## src/rtl/traffic_phase_ctrl.sv

```systemverilog
// traffic_phase_ctrl: two-road intersection phase sequencer.
//   Steps ALL_RED_A -> NS_GREEN -> NS_YELLOW -> ALL_RED_B -> EW_GREEN ->
//   EW_YELLOW -> ALL_RED_A, one phase-second per sec_tick. A pedestrian
//   request shortens NS green and grants walk during the next EW green.
//   Optional flashing-yellow mode is compiled in with TRAFFIC_FLASH_EN.
// Ports:
//   clk, rst        clock, async active-high reset
//   sec_tick        one-clk pulse per second
//   ped_req         pedestrian button (level, sampled every clk)
//   flash_req       force flashing yellow (TRAFFIC_FLASH_EN only)
//   ns_light        north-south {red,yellow,green}
//   ew_light        east-west {red,yellow,green}
//   walk            pedestrian walk lamp
//   remain          ticks left in current phase minus one
//   phase_start     high for the first clk of each new phase
module traffic_phase_ctrl #(
  parameter int pNS_GREEN  = 30,
  parameter int pNS_YELLOW = 3,
  parameter int pEW_GREEN  = 25,
  parameter int pEW_YELLOW = 3,
  parameter int pALL_RED   = 1,
  parameter int pPED_CLAMP = 5
) (
  input  logic       clk,
  input  logic       rst,
  input  logic       sec_tick,
  input  logic       ped_req,
`ifdef TRAFFIC_FLASH_EN
  input  logic       flash_req,
`endif
  output logic [2:0] ns_light,
  output logic [2:0] ew_light,
  output logic       walk,
  output logic [6:0] remain,
  output logic       phase_start
);

  typedef enum logic [2:0] {
    ALL_RED_A, NS_GREEN, NS_YELLOW, ALL_RED_B, EW_GREEN, EW_YELLOW
`ifdef TRAFFIC_FLASH_EN
    , FLASH
`endif
  } state_t;

  localparam logic [6:0] CLAMP = 7'(pPED_CLAMP);

  state_t     state, state_nxt;
  logic       adv;          // phase transition on this edge
  logic       ped_pending, pend_nxt, walk_nxt;
  logic [6:0] remain_nxt;
  logic [2:0] ns_nxt, ew_nxt;

  // Reload value for a phase: duration minus one.
  function automatic logic [6:0] dur_m1(input state_t s);
    case (s)
      NS_GREEN:  dur_m1 = 7'(pNS_GREEN - 1);
      NS_YELLOW: dur_m1 = 7'(pNS_YELLOW - 1);
      EW_GREEN:  dur_m1 = 7'(pEW_GREEN - 1);
      EW_YELLOW: dur_m1 = 7'(pEW_YELLOW - 1);
      ALL_RED_A,
      ALL_RED_B: dur_m1 = 7'(pALL_RED - 1);
      default:   dur_m1 = 7'd0;
    endcase
  endfunction

  // State register (all registered outputs live here too)
  always_ff @(posedge clk or posedge rst) begin
    if (rst) begin
      state       <= ALL_RED_A;
      remain      <= 7'(pALL_RED - 1);
      ns_light    <= 3'b100;
      ew_light    <= 3'b100;
      walk        <= 1'b0;
      ped_pending <= 1'b0;
      phase_start <= 1'b0;
    end else begin
      state       <= state_nxt;
      remain      <= remain_nxt;
      ns_light    <= ns_nxt;
      ew_light    <= ew_nxt;
      walk        <= walk_nxt;
      ped_pending <= pend_nxt;
      phase_start <= adv;
    end
  end

  // Next-state logic
  always_comb begin
    state_nxt = state;
    adv       = 1'b0;
    if (sec_tick && remain == 7'd0) begin
      adv = 1'b1;
      case (state)
        ALL_RED_A: state_nxt = NS_GREEN;
        NS_GREEN:  state_nxt = NS_YELLOW;
        NS_YELLOW: state_nxt = ALL_RED_B;
        ALL_RED_B: state_nxt = EW_GREEN;
        EW_GREEN:  state_nxt = EW_YELLOW;
        default:   state_nxt = ALL_RED_A;
      endcase
    end
`ifdef TRAFFIC_FLASH_EN
    // FLASH holds remain at 0, so override the generic zero-remain exit:
    // leave only on a tick with the request released.
    if (state == FLASH) begin
      adv       = sec_tick && !flash_req;
      state_nxt = adv ? ALL_RED_A : FLASH;
    end
    if (flash_req && state != FLASH) begin
      adv       = 1'b1;
      state_nxt = FLASH;
    end
`endif
  end

  // Output logic: next values of the registered outputs
  always_comb begin
    ns_nxt = 3'b100;
    ew_nxt = 3'b100;
    case (state_nxt)
      NS_GREEN:  ns_nxt = 3'b001;
      NS_YELLOW: ns_nxt = 3'b010;
      EW_GREEN:  ew_nxt = 3'b001;
      EW_YELLOW: ew_nxt = 3'b010;
`ifdef TRAFFIC_FLASH_EN
      FLASH: begin
        if (state != FLASH) begin
          ns_nxt = 3'b010;
          ew_nxt = 3'b010;
        end else if (sec_tick) begin
          ns_nxt = ns_light ^ 3'b010;
          ew_nxt = ew_light ^ 3'b010;
        end else begin
          ns_nxt = ns_light;
          ew_nxt = ew_light;
        end
      end
`endif
      default: ;
    endcase

    // Not advancing implies remain != 0 on a tick, so no underflow.
    remain_nxt = remain;
    if (adv)
      remain_nxt = dur_m1(state_nxt);
    else if (sec_tick) begin
      if (state == NS_GREEN && ped_pending && remain > CLAMP)
        remain_nxt = CLAMP;
      else
        remain_nxt = remain - 7'd1;
    end
`ifdef TRAFFIC_FLASH_EN
    if (state_nxt == FLASH) remain_nxt = 7'd0;
`endif

    // Clamp above used the registered pending bit; a same-cycle press
    // only lands in pending for the following tick.
    walk_nxt = walk;
    pend_nxt = ped_pending | ped_req;
    if (adv && state_nxt == EW_GREEN) begin
      walk_nxt = ped_pending;
      pend_nxt = 1'b0;
    end else if (adv && state == EW_GREEN) begin
      walk_nxt = 1'b0;
    end
  end

endmodule

```

## config.mk

```make
export PLATFORM = sky130hd
export DESIGN_NAME = traffic_phase_ctrl
export DESIGN_NICKNAME = d
export VERILOG_FILES = /design/src/rtl/traffic_phase_ctrl.sv
export SDC_FILE = /design/constraint.sdc
export NUM_CORES = 1
export LEC_CHECK = 0
export BUFFER_PORTS_ARGS = -buffer_cell sky130_fd_sc_hd__buf_2
export CAP_MARGIN = 10
export CORE_ASPECT_RATIO = 1.75
export CORE_MARGIN = 5
export CORE_UTILIZATION = 35
export CTS_BUF_LIST = sky130_fd_sc_hd__clkbuf_4 sky130_fd_sc_hd__clkbuf_8
export CTS_CLUSTER_SIZE = 25
export DETAILED_ROUTE_END_ITERATION = 10
export HOLD_SLACK_MARGIN = 0.03
export SYNTH_ARGS = -nofsm -noshare
export SYNTH_HDL_FRONTEND = slang
export SYNTH_SLANG_ARGS = --single-unit
```

## constraint.sdc

```tcl
create_clock -name clk -period 5.8 [get_ports clk]
set_clock_uncertainty 0.15 [all_clocks]
set_input_delay 0.29 -clock clk [delete_from_list [all_inputs] [get_ports clk]]
set_output_delay 0.29 -clock clk [all_outputs]
set_load 0.01 [all_outputs]
```

---- Yosys cells after proc, flatten, opt, wreduce, memory -nomap -nowiden ----
Cells that the tools add are included.
word-level totals
  bits in registers ....................... 19
  input bits .............................. 4
  output and inout port bits .............. 15
  word-level logic and storage cells ...... 40
operators by class
  add/sub/neg operators ................... 1
  magnitude comparators ................... 1
  equal/unequal tests ..................... 8
  multiplexer cells ....................... 12
  bitwise gates (word level) .............. 1
  reductions and logical operators ........ 10
operator list
  operator                                                               number
  7-bit 2-to-1 mux                                                       3
  3-bit case mux with 5 select lines                                     1
  5-bit case mux with 3 select lines                                     1
  3-bit case mux with 2 select lines                                     2
  3-bit by 2-bit == test with 1-bit output (second input constant)       3
  3-bit == test (second input constant)                                  3
  7-bit by 3-bit > comparator with 1-bit output (second input constant)  1
  7-bit zero test                                                        1
  7-bit by 1-bit subtractor with 7-bit output (second input constant)    1
  3-bit by 1-bit == test with 1-bit output (second input constant)       2
  1-bit logical AND                                                      5
  1-bit 2-to-1 mux                                                       4
  2-bit nonzero test                                                     2
  3-bit zero test                                                        1
  3-bit 2-to-1 mux                                                       1
  2-bit OR reduction                                                     1
  1-bit OR                                                               1

---- Depth between registers and ports, before layout ----
Gate-level depths: netlist (run 1).
  depth in word-level cells ............... 7
  gate-level depth with buffers ........... 7
  mapped depth without buffers ............ 7

---- Least setup slack after synthesis (run 1) ----
OpenSTA, ideal clock, no wires.
  path type ............................... register to register
  start point ............................. register remain[1]
  end point ............................... register remain[3]
  library setup time ...................... 124 ps
  data arrival time ....................... 1665 ps
  required time ........................... 5526 ps
  setup slack ............................. 3861 ps
  stages on the path, launching flop included .. 8
  path buffers ............................ 0
  clock period less this slack ............ 1939 ps
  cell sequence ........................... dfrtp_1 > inv_1 > ha_1 > o21ba_2 > a21boi_2 > o21ai_2 > o21ai_1 > a211o_2
on the way
  longest elaborated chain between the ends .. 7
  elaborated cells on any way between the ends .. 17
  those cells by class .................... add/sub: 1; order compare: 1; eq/ne: 4; mux: 6; reduce/logical: 5
RTL lines
  item                                                                              RTL line  text
  start, declared                                                                   34        output logic [6:0] remain,
  start signal, assigned                                                            70        remain <= 7'(pALL_RED - 1);
  start signal, assigned                                                            78        remain <= remain_nxt;
  7-bit zero test                                                                   91        if (sec_tick && remain == 7'd0) begin
  1-bit logical AND                                                                 91
  3-bit 2-to-1 mux                                                                  91
  3-bit == test / 3-bit by 2-bit == test with 1-bit output (equally long branches)  55        case (s)
  2-bit OR reduction (no line)                                                      -
  5-bit case mux with 3 select lines                                                55
  7-bit 2-to-1 mux                                                                  144       if (adv)
Several ways; a longest one is shown, not always the timed one. The select of a mux whose other input is x is not followed.
A chain may end at the register's enable or synchronous reset.

---- Final worst setup path (run 1) ----
Ends and elaborated chain as after synthesis.

==> results of run 1 <==
worst reg2reg max path, cell delays in order (launching register included):
cell and delay, ps:
dfrtp_1 430, inv_1 100, ha_1 180, o21ba_2 260
a21boi_2 60, o21ai_2 330, o21ai_1 130, a211o_2 340
registers in the layout (all words and copies together), names as in the netlist:
name,cells
remain,7
walk,1
state,3
phase_start,1
ns_light,3
ped_pending,1
ew_light,3
cells by family after synthesis:
family | after synthesis
xor+xnor | 3
mux | 1
compound gates | 31
simple gates | 34
fa+ha+maj | 3
flops | 19
buf+inv | 14
cells in the final DEF (no fill, tap or decap), drive strengths merged, types with 3 or more instances in the layout:
cell type | Yosys | routed
a21oi | 5 | 5
o21ai | 6 | 6
buf | 3 | 18
nand2 | 7 | 7
nor3 | 5 | 5
xnor2 | 3 | 3
nor2b | 3 | 3
ha | 3 | 3
nor4 | 3 | 3
nor2 | 9 | 9
dfrtp | 17 | 17
clkbuf | 4 | 3
inv | 6 | 6
power by group:
part	internal [mW]	total, mW	leakage (nW)	switching [mW]
Combinational	0.0665	0.133	0.314	0.0664
Clock	0.0476	0.0898	0.0255	0.0422
Sequential	0.159	0.200	0.222	0.0415
Total	0.273	0.423	0.562	0.150
metrics by stage:
step / power (mW) / utilization [%] / cell area [sq um] / std cells
after floorplan: 0.297 / - / 1040 / 105
after global placement: 0.336 / 39.2 / 1130 / 144
after detailed placement: 0.338 / 39.2 / 1130 / 144
after CTS: 0.431 / 41.1 / 1190 / 149
after global routing: 0.457 / 41.1 / 1190 / 149
final: 0.423 / 41.1 / 1190 / 149
worst max-delay path by stage:
stage,from,endpoint,slack [ps],depth (start not counted)
after floorplan,remain[1]$_DFFE_PP0P_,remain[3]$_DFFE_PP0P_,3860,7
after global placement,remain[1]$_DFFE_PP0P_,remain[3]$_DFFE_PP0P_,3760,7
after detailed placement,remain[1]$_DFFE_PP0P_,remain[3]$_DFFE_PP0P_,3700,7
after CTS,remain[1]$_DFFE_PP0P_,remain[3]$_DFFE_PP0P_,3690,7
after global routing,remain[1]$_DFFE_PP0P_,remain[3]$_DFFE_PP0P_,3600,7
final,remain[1]$_DFFE_PP0P_,remain[3]$_DFFE_PP0P_,3700,7
routing by layer:
| metal | wire [um] | part of all wire (%) | vias up |
|---|---|---|---|
| met4 | 21 | 0.97 | 0 |
| met1 | 845 | 39 | 400 |
| met5 | 0 | 0 | - |
| met2 | 1210 | 56 | 11 |
| li1 | - | - | 406 |
| met3 | 89 | 4.1 | 2 |
cell type report:
cell class / count / share of cell area, %
clock buffer: 3 / 3.47
clock inverter: 1 / 0.420
inverter: 7 / 2.21
multi-input combinational: 72 / 42.4
sequential: 19 / 40.1
tap: 28 / 2.94
timing repair buffer: 19 / 8.40
what timing repair did:
action,in CTS,in global routing
hold buffers,1,0
setup endpoints to repair,0,0
endpoints found under the hold margin,11,0
==> impl_metrics.env, run 1 <==
export IMPL_status="finished clean"
export IMPL_core_area_sq_mm=0.00290
export IMPL_portBuffers=18
export IMPL_worstMarginPinSlew_ps=718
export IMPL_ys_types=45
export IMPL_arrival_ps=2090
export IMPL_period_share_pct=36.2
export IMPL_drive_above_1_share_pct=26.4
export IMPL_cts_buffers=3
export IMPL_die_width_um=51.3
export IMPL_timing_hold_ws_ps=87.0
export IMPL_start_util_pct=36.1
export IMPL_grt_setup_unrepaired="no"
export IMPL_synthAdderAreaFrac_pct=3.59
export IMPL_ctsResizeCount=0
export IMPL_synth_edf_count=0
export IMPL_seq_area_sq_um=478
export IMPL_die_y_um=82.3
export IMPL_first_pass_iters=4
export IMPL_critPathBufInv=1
export IMPL_cp_top_family="compound AO/OA/AOI/OAI gates"
export IMPL_timing_fmax_mhz=476
export IMPL_syn_nets=112
export IMPL_cts_root_buf="clkbuf_8"
export IMPL_synth_xor_area_share_pct=2.51
export IMPL_worstHoldStart="ped_req"
export IMPL_grt_usage_pct=11.5
export IMPL_yosysTopAreaCell="dfrtp_1"
export IMPL_r2r_slack_ps=3700
export IMPL_slowest_delay_ps=430
export IMPL_criticalPathCategory="flop to flop"
export IMPL_slew_headroom_pct=52.1
export IMPL_setup_ws_ps=3700
export IMPL_syn_avg_cell_area_sq_um=9.95
export IMPL_min_period_ps=2100
export IMPL_synth_seq_cells=19
export IMPL_syn_area_sq_mm=0.00104
export IMPL_synth_async_sr_flop_share_pct=100
export IMPL_clockBufferDepth=2
export IMPL_clock_sinks=19
export IMPL_cts_htree_levels=1
export IMPL_synth_most_common_cell="dfrtp_1"
export IMPL_setup_violations=0
export IMPL_cts_tree="yes"
export IMPL_synth_area_leaders="dfrtp_1 (41%), dfstp_2 (5.0%), ha_1 (3.6%), nor2_1 (3.2%), nand2_1 (2.5%)"
export IMPL_crit_chain="inv_1, ha_1, o21ba_2, a21boi_2, o21ai_2, o21ai_1, a211o_2"
export IMPL_synth_top_cell_area_share_pct=40.7
export IMPL_cp_end_kind="flop"
export IMPL_synth_compound_area_share_pct=22.2
export IMPL_num_antenna_cells=0
export IMPL_start_kind="flop"
export IMPL_worstSkewPairLatency_ps=250
export IMPL_synthFlopType="dfrtp_1"
export IMPL_synth_simple_gate_area_share_pct=19.2
export IMPL_whs_endpoint="ped_pending$_DFF_PP0_"
export IMPL_wl_mm=2.17
export IMPL_syn_to_final_growth_pct=14.0
export IMPL_synthTopCellsByCount="dfrtp_1 (17), nor2_1 (9), nand2_1 (7)"
export IMPL_synthMuxAreaShare_pct=0.958
export IMPL_ir_drop_mv=0.134
export IMPL_cp_required_ps=5790
export IMPL_hold_viol_final=0
export IMPL_dieArea_sq_mm=0.00422
export IMPL_synth_seq_area_share_pct=45.7
export IMPL_hold_class="input port to flop"
export IMPL_ios=19
export IMPL_nFillCells=309
export IMPL_place_ws_ps=3700
export IMPL_drc_errors=0
export IMPL_min_path_cells=2
export IMPL_met1_usage_pct=11.8
export IMPL_use_met3_pct=2.87
export IMPL_multi_input_area_sq_um=505
export IMPL_cts_setup_buffers=0
export IMPL_routedWlPerCell_um=14.6
export IMPL_power_density_mw_per_mm2=355
export IMPL_clkTransAtPathRegs_ps=70
export IMPL_via_per_inst=5.50
export IMPL_grt_overflow=0
export IMPL_antenna_found_initial=0
export IMPL_drtAntennaViolNets=0
export IMPL_grt_pass1_wl_mm=3.64
export IMPL_synth_top_family_by_area="compound AO/OA/AOI/OAI gates"
export IMPL_use_met2_pct=21.8
export IMPL_yosysWarningCount=0
export IMPL_grt_max_degree=20
export IMPL_reg2reg_depth=7
export IMPL_vias=819
export IMPL_setup_tns_ps=0
export IMPL_grt_busiest_layer="met2"
export IMPL_globalplace_congestion=0.836
export IMPL_grt_pass1_vias=785
export IMPL_rr_endpoint="remain[3]$_DFFE_PP0P_"
export IMPL_drt_iter0_drc=14
export IMPL_cpMaxStageDelayCell="dfrtp_1"
export IMPL_nNetsFinal=129
export IMPL_drv_cap=0
export IMPL_slew_viol_final=0
export IMPL_path_max_fanout=9
export IMPL_rows=26
export IMPL_r2r_start="remain[1]$_DFFE_PP0P_"
export IMPL_leakagePower_nw=0.562
export IMPL_hpwl_mm=1.64
export IMPL_syn_inst=105
Power figures use the tool's default switching activity.
==> run 2: changes to the inputs <==
--- a/config.mk
+++ b/config.mk
@@ -5,6 +5,7 @@
 export SDC_FILE = /design/constraint.sdc
 export NUM_CORES = 1
 export LEC_CHECK = 0
+export ABC_AREA = 1
 export BUFFER_PORTS_ARGS = -buffer_cell sky130_fd_sc_hd__buf_2
 export CAP_MARGIN = 10
 export CORE_ASPECT_RATIO = 1.75
==> constraint.sdc (replaced) <==
create_clock -name clk -period 1.9 [get_ports clk]
set_clock_uncertainty 0.15 [all_clocks]
set_input_delay 0.095 -clock clk [delete_from_list [all_inputs] [get_ports clk]]
set_output_delay 0.095 -clock clk [all_outputs]
set_load 0.01 [all_outputs]
==> run 2 against run 1 <==
Routed wire length is 4.9% higher; core utilization grew 1.9 points; clock-buffer cell count unchanged; sequential share of layout area down 2.2 points; critical path type unchanged; critical endpoint is now remain[1]$_DFFE_PP0P_; highest routed layer unchanged.
==> impl_metrics.env, run 2 <==
export IMPL_synth_compound_area_share_pct=5.63
export IMPL_clockBufferDepth=2
export IMPL_syn_nets=136
export IMPL_synth_simple_gate_area_share_pct=35.1
export IMPL_slew_headroom_pct=53.7
export IMPL_ctsHoldBuffers=3
export IMPL_rows=26
export IMPL_met2_length_mm=1.25
export IMPL_cp_required_ps=1960
export IMPL_start_kind="flop"
export IMPL_ctsResizeCount=0
export IMPL_largest_register="remain"
export IMPL_min_period_ps=1710
export IMPL_synth_xor_area_share_pct=2.46
export IMPL_cts_setup_buffers=0
export IMPL_syn_avg_cell_area_sq_um=8.26
export IMPL_grt_max_degree=20
export IMPL_portBuffers=18
export IMPL_syn_area_sq_mm=0.00107
export IMPL_vias=909
export IMPL_cp_end_kind="flop"
export IMPL_grt_overflow=0
export IMPL_hold_class="input port to async pin"
export IMPL_first_pass_iters=4
export IMPL_layout_commonest_cell="nand2_1"
export IMPL_drt_iter0_drc=11
export IMPL_routedWlPerCell_um=12.6
export IMPL_drv_cap=0
export IMPL_timing_fmax_mhz=584
export IMPL_synthMuxAreaShare_pct=0
export IMPL_drtAntennaViolNets=0
export IMPL_leakagePower_nw=0.712
export IMPL_grt_setup_unrepaired="no"
export IMPL_hold_viol_final=0
export IMPL_path_max_fanout=6
export IMPL_synth_area_leaders="dfrtp_1 (40%), nand2_1 (10%), nand3_1 (6.6%), dfstp_2 (4.9%), inv_1 (4.9%)"
export IMPL_synth_top_cell_area_share_pct=39.9
export IMPL_dieArea_sq_mm=0.00429
export IMPL_synth_top_family_by_area="simple AND/OR/NAND/NOR gates"
export IMPL_worstMarginPinSlew_ps=694
export IMPL_routed_top_layer="met4"
export IMPL_grt_usage_pct=11.7
export IMPL_via_per_inst=5.02
export IMPL_status="finished clean"
export IMPL_ys_types=23
export IMPL_seq_area_sq_um=478
export IMPL_power_density_mw_per_mm2=1520
export IMPL_synth_edf_count=0
export IMPL_synth_seq_area_share_pct=44.8
export IMPL_antenna_found_initial=0
export IMPL_timing_hold_ws_ps=330
export IMPL_hpwl_mm=1.79
export IMPL_clkTransAtPathRegs_ps=70
export IMPL_synthTopCellsByCount="nand2_1 (29), dfrtp_1 (17), inv_1 (14), nand3_1 (14), nor2_1 (9)"
export IMPL_cts_root_buf="clkbuf_8"
export IMPL_start_util_pct=36.4
export IMPL_cts_buffers=3
export IMPL_dr_wl_met3_um=107
export IMPL_synthAdderAreaFrac_pct=3.52
export IMPL_criticalPathCategory="flop to flop"
export IMPL_synth_async_sr_flop_share_pct=100
export IMPL_core_area_sq_mm=0.00293
export IMPL_syn_inst=129
export IMPL_syn_to_final_growth_pct=18.2
export IMPL_nFillCells=298
export IMPL_synthFlopType="dfrtp_1"
export IMPL_multi_input_area_sq_um=498
export IMPL_worstSkewPairLatency_ps=260
export IMPL_ir_drop_mv=0.651
export IMPL_die_y_um=83.0
export IMPL_slew_viol_final=0
export IMPL_grt_pass1_wl_mm=3.77
export IMPL_cts_htree_levels=1
export IMPL_globalplace_congestion=0.792
export IMPL_largest_reg_flops=7
export IMPL_period_share_pct=90.2
export IMPL_ios=19
export IMPL_drc_errors=0
export IMPL_setup_violations=0
export IMPL_drt_met1_wl_um=859
export IMPL_wl_mm=2.27
export IMPL_mostFrequentLayoutCells="nand2_1 (29), buf_2 (18), dfrtp_1 (17)"
export IMPL_die_width_um=51.7
export IMPL_yosysTopAreaCell="dfrtp_1"
export IMPL_grt_pass1_vias=870
export IMPL_cts_tree="yes"
export IMPL_num_antenna_cells=0
export IMPL_synth_most_common_cell="nand2_1"
export IMPL_arrival_ps=1770
export IMPL_synth_seq_cells=19
export IMPL_clock_sinks=19
export IMPL_nNetsFinal=161
export IMPL_yosysWarningCount=0
export IMPL_drive_above_1_share_pct=30.1
export IMPL_setup_tns_ps=0
==> run 2: critical path: stages (launching register included) <==
cell and delay (ps):
dfrtp_1 420, inv_1 140, ha_1 170, nand2_2 90, nor2_8 120, nand3_1 180, nand2_4 140, nand3_1 90
nand2_1 70, nand2_1 40, nand2_1 50
==> run 2: final timing paths <==
path	startpoint	endpoint	slack [ps]	cells past startpoint
max in group asynchronous	rst	phase_start$_DFF_PP0_	820	3
worst max register to register	remain[0]$_DFFE_PP0P_	remain[1]$_DFFE_PP0P_	190	10
worst max-delay path	remain[0]$_DFFE_PP0P_	remain[1]$_DFFE_PP0P_	190	10
worst min-delay path	rst	remain[0]$_DFFE_PP0P_	330	3
worst min register to register	walk$_DFFE_PP0P_	walk$_DFFE_PP0P_	350	2
min in group clk	walk$_DFFE_PP0P_	walk$_DFFE_PP0P_	350	2
==> run 2: cell type report <==
cell class	instances	share of cell area, %
Timing Repair Buffer	21	9.53
Sequential cell	19	37.9
Inverter	22	6.55
Clock inverter	1	0.397
Multi-Input combinational cell	87	39.5
Tap cell	28	2.78
Clock buffer	3	3.28
==> run 2: cell families after synthesis <==
logic type                 Yosys count
AOI/OAI and AO/OA                   11
DFF                                 19
and+or+nand+nor                     70
xor gates and xnor gates             3
adders and majority gates            3
buffers and inverters               23
==> run 2: metal layers <==
layer,vias to the layer above,global-route usage [%]
met3,5,2.51
li1,461,-
met5,-,0
met2,19,21.7
met1,424,11.3
met4,0,6.44
==> run 2: power by group <==
| group | total [mW] | switching [mW] | leakage (nW) | internal (mW) |
|---|---|---|---|---|
| logic | 0.936 | 0.591 | 0.453 | 0.345 |
| registers | 0.698 | 0.144 | 0.234 | 0.554 |
| clock network | 0.280 | 0.134 | 0.0255 | 0.146 |
| total | 1.91 | 0.869 | 0.712 | 1.04 |
==> run 2: per-stage QoR <==
step | power, mW | cell area [sq um] | utilization (%) | std cells | worst slack [ps]
after floorplan | 1.38 | 1070 | - | 129 | 281
after detailed placement | 1.64 | 1180 | 40.4 | 174 | 187
after CTS | 1.94 | 1260 | 43.0 | 181 | 165
after global routing | 2.09 | 1260 | 43.0 | 181 | 27.3
after global placement | 1.63 | 1180 | 40.4 | 174 | 218
final | 1.91 | 1260 | 43.0 | 181 | 187
==> run 3: changes to the inputs <==
==> constraint.sdc (replaced) <==
create_clock -name clk -period 1.5 [get_ports clk]
set_clock_uncertainty 0.15 [all_clocks]
set_input_delay 0.075 -clock clk [delete_from_list [all_inputs] [get_ports clk]]
set_output_delay 0.075 -clock clk [all_outputs]
set_load 0.01 [all_outputs]
==> run 3 against run 2 <==
The run now ends with negative setup slack left; combinational power grew 92%; non-clock buffer count grew 24; final cell count grew 13%; critical path depth shrank 3; sequential cell count is the same; sequential share of layout area shrank 7.6 points; global-route usage grew 2.2 points; via count grew 13%; power grew 60%.
==> impl_metrics.env, run 3 (same netlist as run 2, synthesis figures left out) <==
export IMPL_status="complete, but fails checks"
export IMPL_violations="negative setup slack"
export IMPL_hpwl_mm=1.98
export IMPL_nNetsFinal=185
export IMPL_clock_sinks=19
export IMPL_layout_commonest_cell="nand2_1"
export IMPL_mostFrequentLayoutCells="nand2_1 (26), buf_4 (21), buf_2 (18)"
export IMPL_slew_headroom_pct=82.4
export IMPL_num_antenna_cells=0
export IMPL_grt_pass1_vias=1158
export IMPL_arrival_ps=1610
export IMPL_cp_end_kind="flop"
export IMPL_use_met3_pct=3.05
export IMPL_met1_usage_pct=13.2
export IMPL_cts_buffers=3
export IMPL_power_density_mw_per_mm2=1930
export IMPL_period_share_pct=108
export IMPL_swShare_pct=44.2
export IMPL_rows=26
export IMPL_drv_cap=0
export IMPL_wl_mm=2.80
export IMPL_min_period_ps=1620
export IMPL_cts_root_buf="clkbuf_8"
export IMPL_setup_ws_ps=-118
export IMPL_routedWlPerCell_um=13.7
export IMPL_hold_class="input port to flop"
export IMPL_core_area_sq_mm=0.00293
export IMPL_start_kind="flop"
export IMPL_grt_usage_pct=13.9
export IMPL_path_max_fanout=5
export IMPL_worstMarginPinSlew_ps=263
export IMPL_hold_viol_final=0
export IMPL_dieArea_sq_mm=0.00429
export IMPL_slew_viol_final=0
export IMPL_p_comb_share_pct=59.1
export IMPL_timing_fmax_mhz=618
export IMPL_cts_tree="yes"
export IMPL_drc_errors=0
export IMPL_nFillCells=274
export IMPL_syn_to_final_growth_pct=48.7
export IMPL_dp_cells=191
export IMPL_utilization_pct=54.1
export IMPL_largest_register="remain"
export IMPL_portBuffers=18
export IMPL_start_util_pct=36.4
export IMPL_p_sw_mw=1.35
export IMPL_pwr_share_clk_pct=12.3
export IMPL_via_per_inst=5.02
export IMPL_die_y_um=83.0
export IMPL_cp_required_ps=1490
export IMPL_first_pass_iters=4
export IMPL_grt_overflow=0
export IMPL_grt_pass1_wl_mm=4.70
export IMPL_vias=1030
export IMPL_setup_violations=9
export IMPL_largest_reg_flops=7
export IMPL_grt_max_degree=20
export IMPL_die_width_um=51.7
export IMPL_clockBufferDepth=2
export IMPL_p_int_mw=1.70
export IMPL_use_met2_pct=25.8
export IMPL_leakagePower_nw=0.854
export IMPL_worstSkewPairLatency_ps=260
export IMPL_drive_above_1_share_pct=50.3
export IMPL_cts_htree_levels=1
export IMPL_criticalPathCategory="flop to flop"
export IMPL_grt_busiest_layer="met2"
export IMPL_slowest_delay_ps=410
export IMPL_crit_chain="inv_4, buf_4, ha_4, nand2_1, nor3_2, xor2_1, o22ai_2"
export IMPL_drt_iter0_drc=28
export IMPL_globalplace_congestion=0.841
export IMPL_drtAntennaViolNets=0
export IMPL_grt_setup_unrepaired="yes"
export IMPL_seqPwrFrac_pct=28.6
export IMPL_clkTransAtPathRegs_ps=70
export IMPL_ir_drop_mv=1.17
export IMPL_ios=19
export IMPL_detailed_place_area_sq_mm=0.00134
export IMPL_instances_no_fill=205
export IMPL_postLayoutCellArea_sq_mm=0.00159
export IMPL_cpMaxStageDelayCell="dfrtp_1"
export IMPL_antenna_found_initial=0
-- run 3: cell count changes in the layout (fill, tap and decap cells not counted), moves of 3 or more --
cell     before  now
buf_4         0   21
nand3_1      14    9
inv_1        14   10
nand3_2       0    4
nand2_1      29   26
nand2_4       4    7
-- run 3: routing by layer --
layer | vias up | part of all wire [%]
li1 | 504 | -
met1 | 490 | 34
met2 | 24 | 58
met3 | 12 | 4.0
met4 | 0 | 3.7
met5 | - | 0
-- run 3: power groups by stage --
stage / Clock [mW] / Combinational (mW) / Sequential, mW
floorplan: 0 / 0.887 / 0.942
global placement: 0 / 1.51 / 0.852
detailed placement: 0 / 1.54 / 0.860
CTS: 0.381 / 1.63 / 0.859
global route: 0.409 / 1.99 / 0.899
finish: 0.375 / 1.80 / 0.874
-- run 3: path summary, 6_finish.rpt --
check	start	end	slack (ps)	depth (start not counted)
setup reg to reg	remain[1]$_DFFE_PP0P_	remain[6]$_DFFE_PP0P_	-120	7
hold reg to reg	walk$_DFFE_PP0P_	walk$_DFFE_PP0P_	350	2
max in group asynchronous	rst	ew_light[2]$_DFF_PP1_	720	4
setup / recovery	remain[1]$_DFFE_PP0P_	remain[6]$_DFFE_PP0P_	-120	7
min in group asynchronous	rst	ew_light[1]$_DFF_PP0_	220	4
hold / removal	sec_tick	remain[2]$_DFFE_PP0P_	140	4
-- run 3: repair_timing --
item | CTS | global route
hold buffers | 4 | 1
gates resized for setup | 6 | 21
endpoints found under the setup margin | 15 | 16
hold endpoints to repair | 24 | 1
buffers inserted | 2 | 3
pin swaps | 1 | 5
-- run 3: cell type report --
type	instances	area [sq um]	area share, %
Tap cell	28	35.0	2.21
Clock buffer	4	48.8	3.08
Multi-Input combinational cell	87	619	39.1
Sequential cell	19	480	30.3
Timing Repair Buffer	45	309	19.5
Inverter	22	92.6	5.84
-- run 3: through the flow --
step	power (mW)	hold slack, ps	worst slack (ps)	TNS [ps]
CTS	2.88	62.9	-78.8	-641
finish	3.05	141	-118	-396
floorplan	1.83	-125	-48.3	-130
detailed placement	2.40	-36.0	-101	-986
global placement	2.36	-42.6	-90.0	-539
global route	3.30	204	-185	-1450
-- run 3: critical path: cells and delay by family, from the launching register on --
kind            cells  cell delay, ps
compound gates      1              80
xor+xnor            1             200
fa+ha+maj           1             130
buf+inv             2             210
flops               1             410
simple gates        2             310
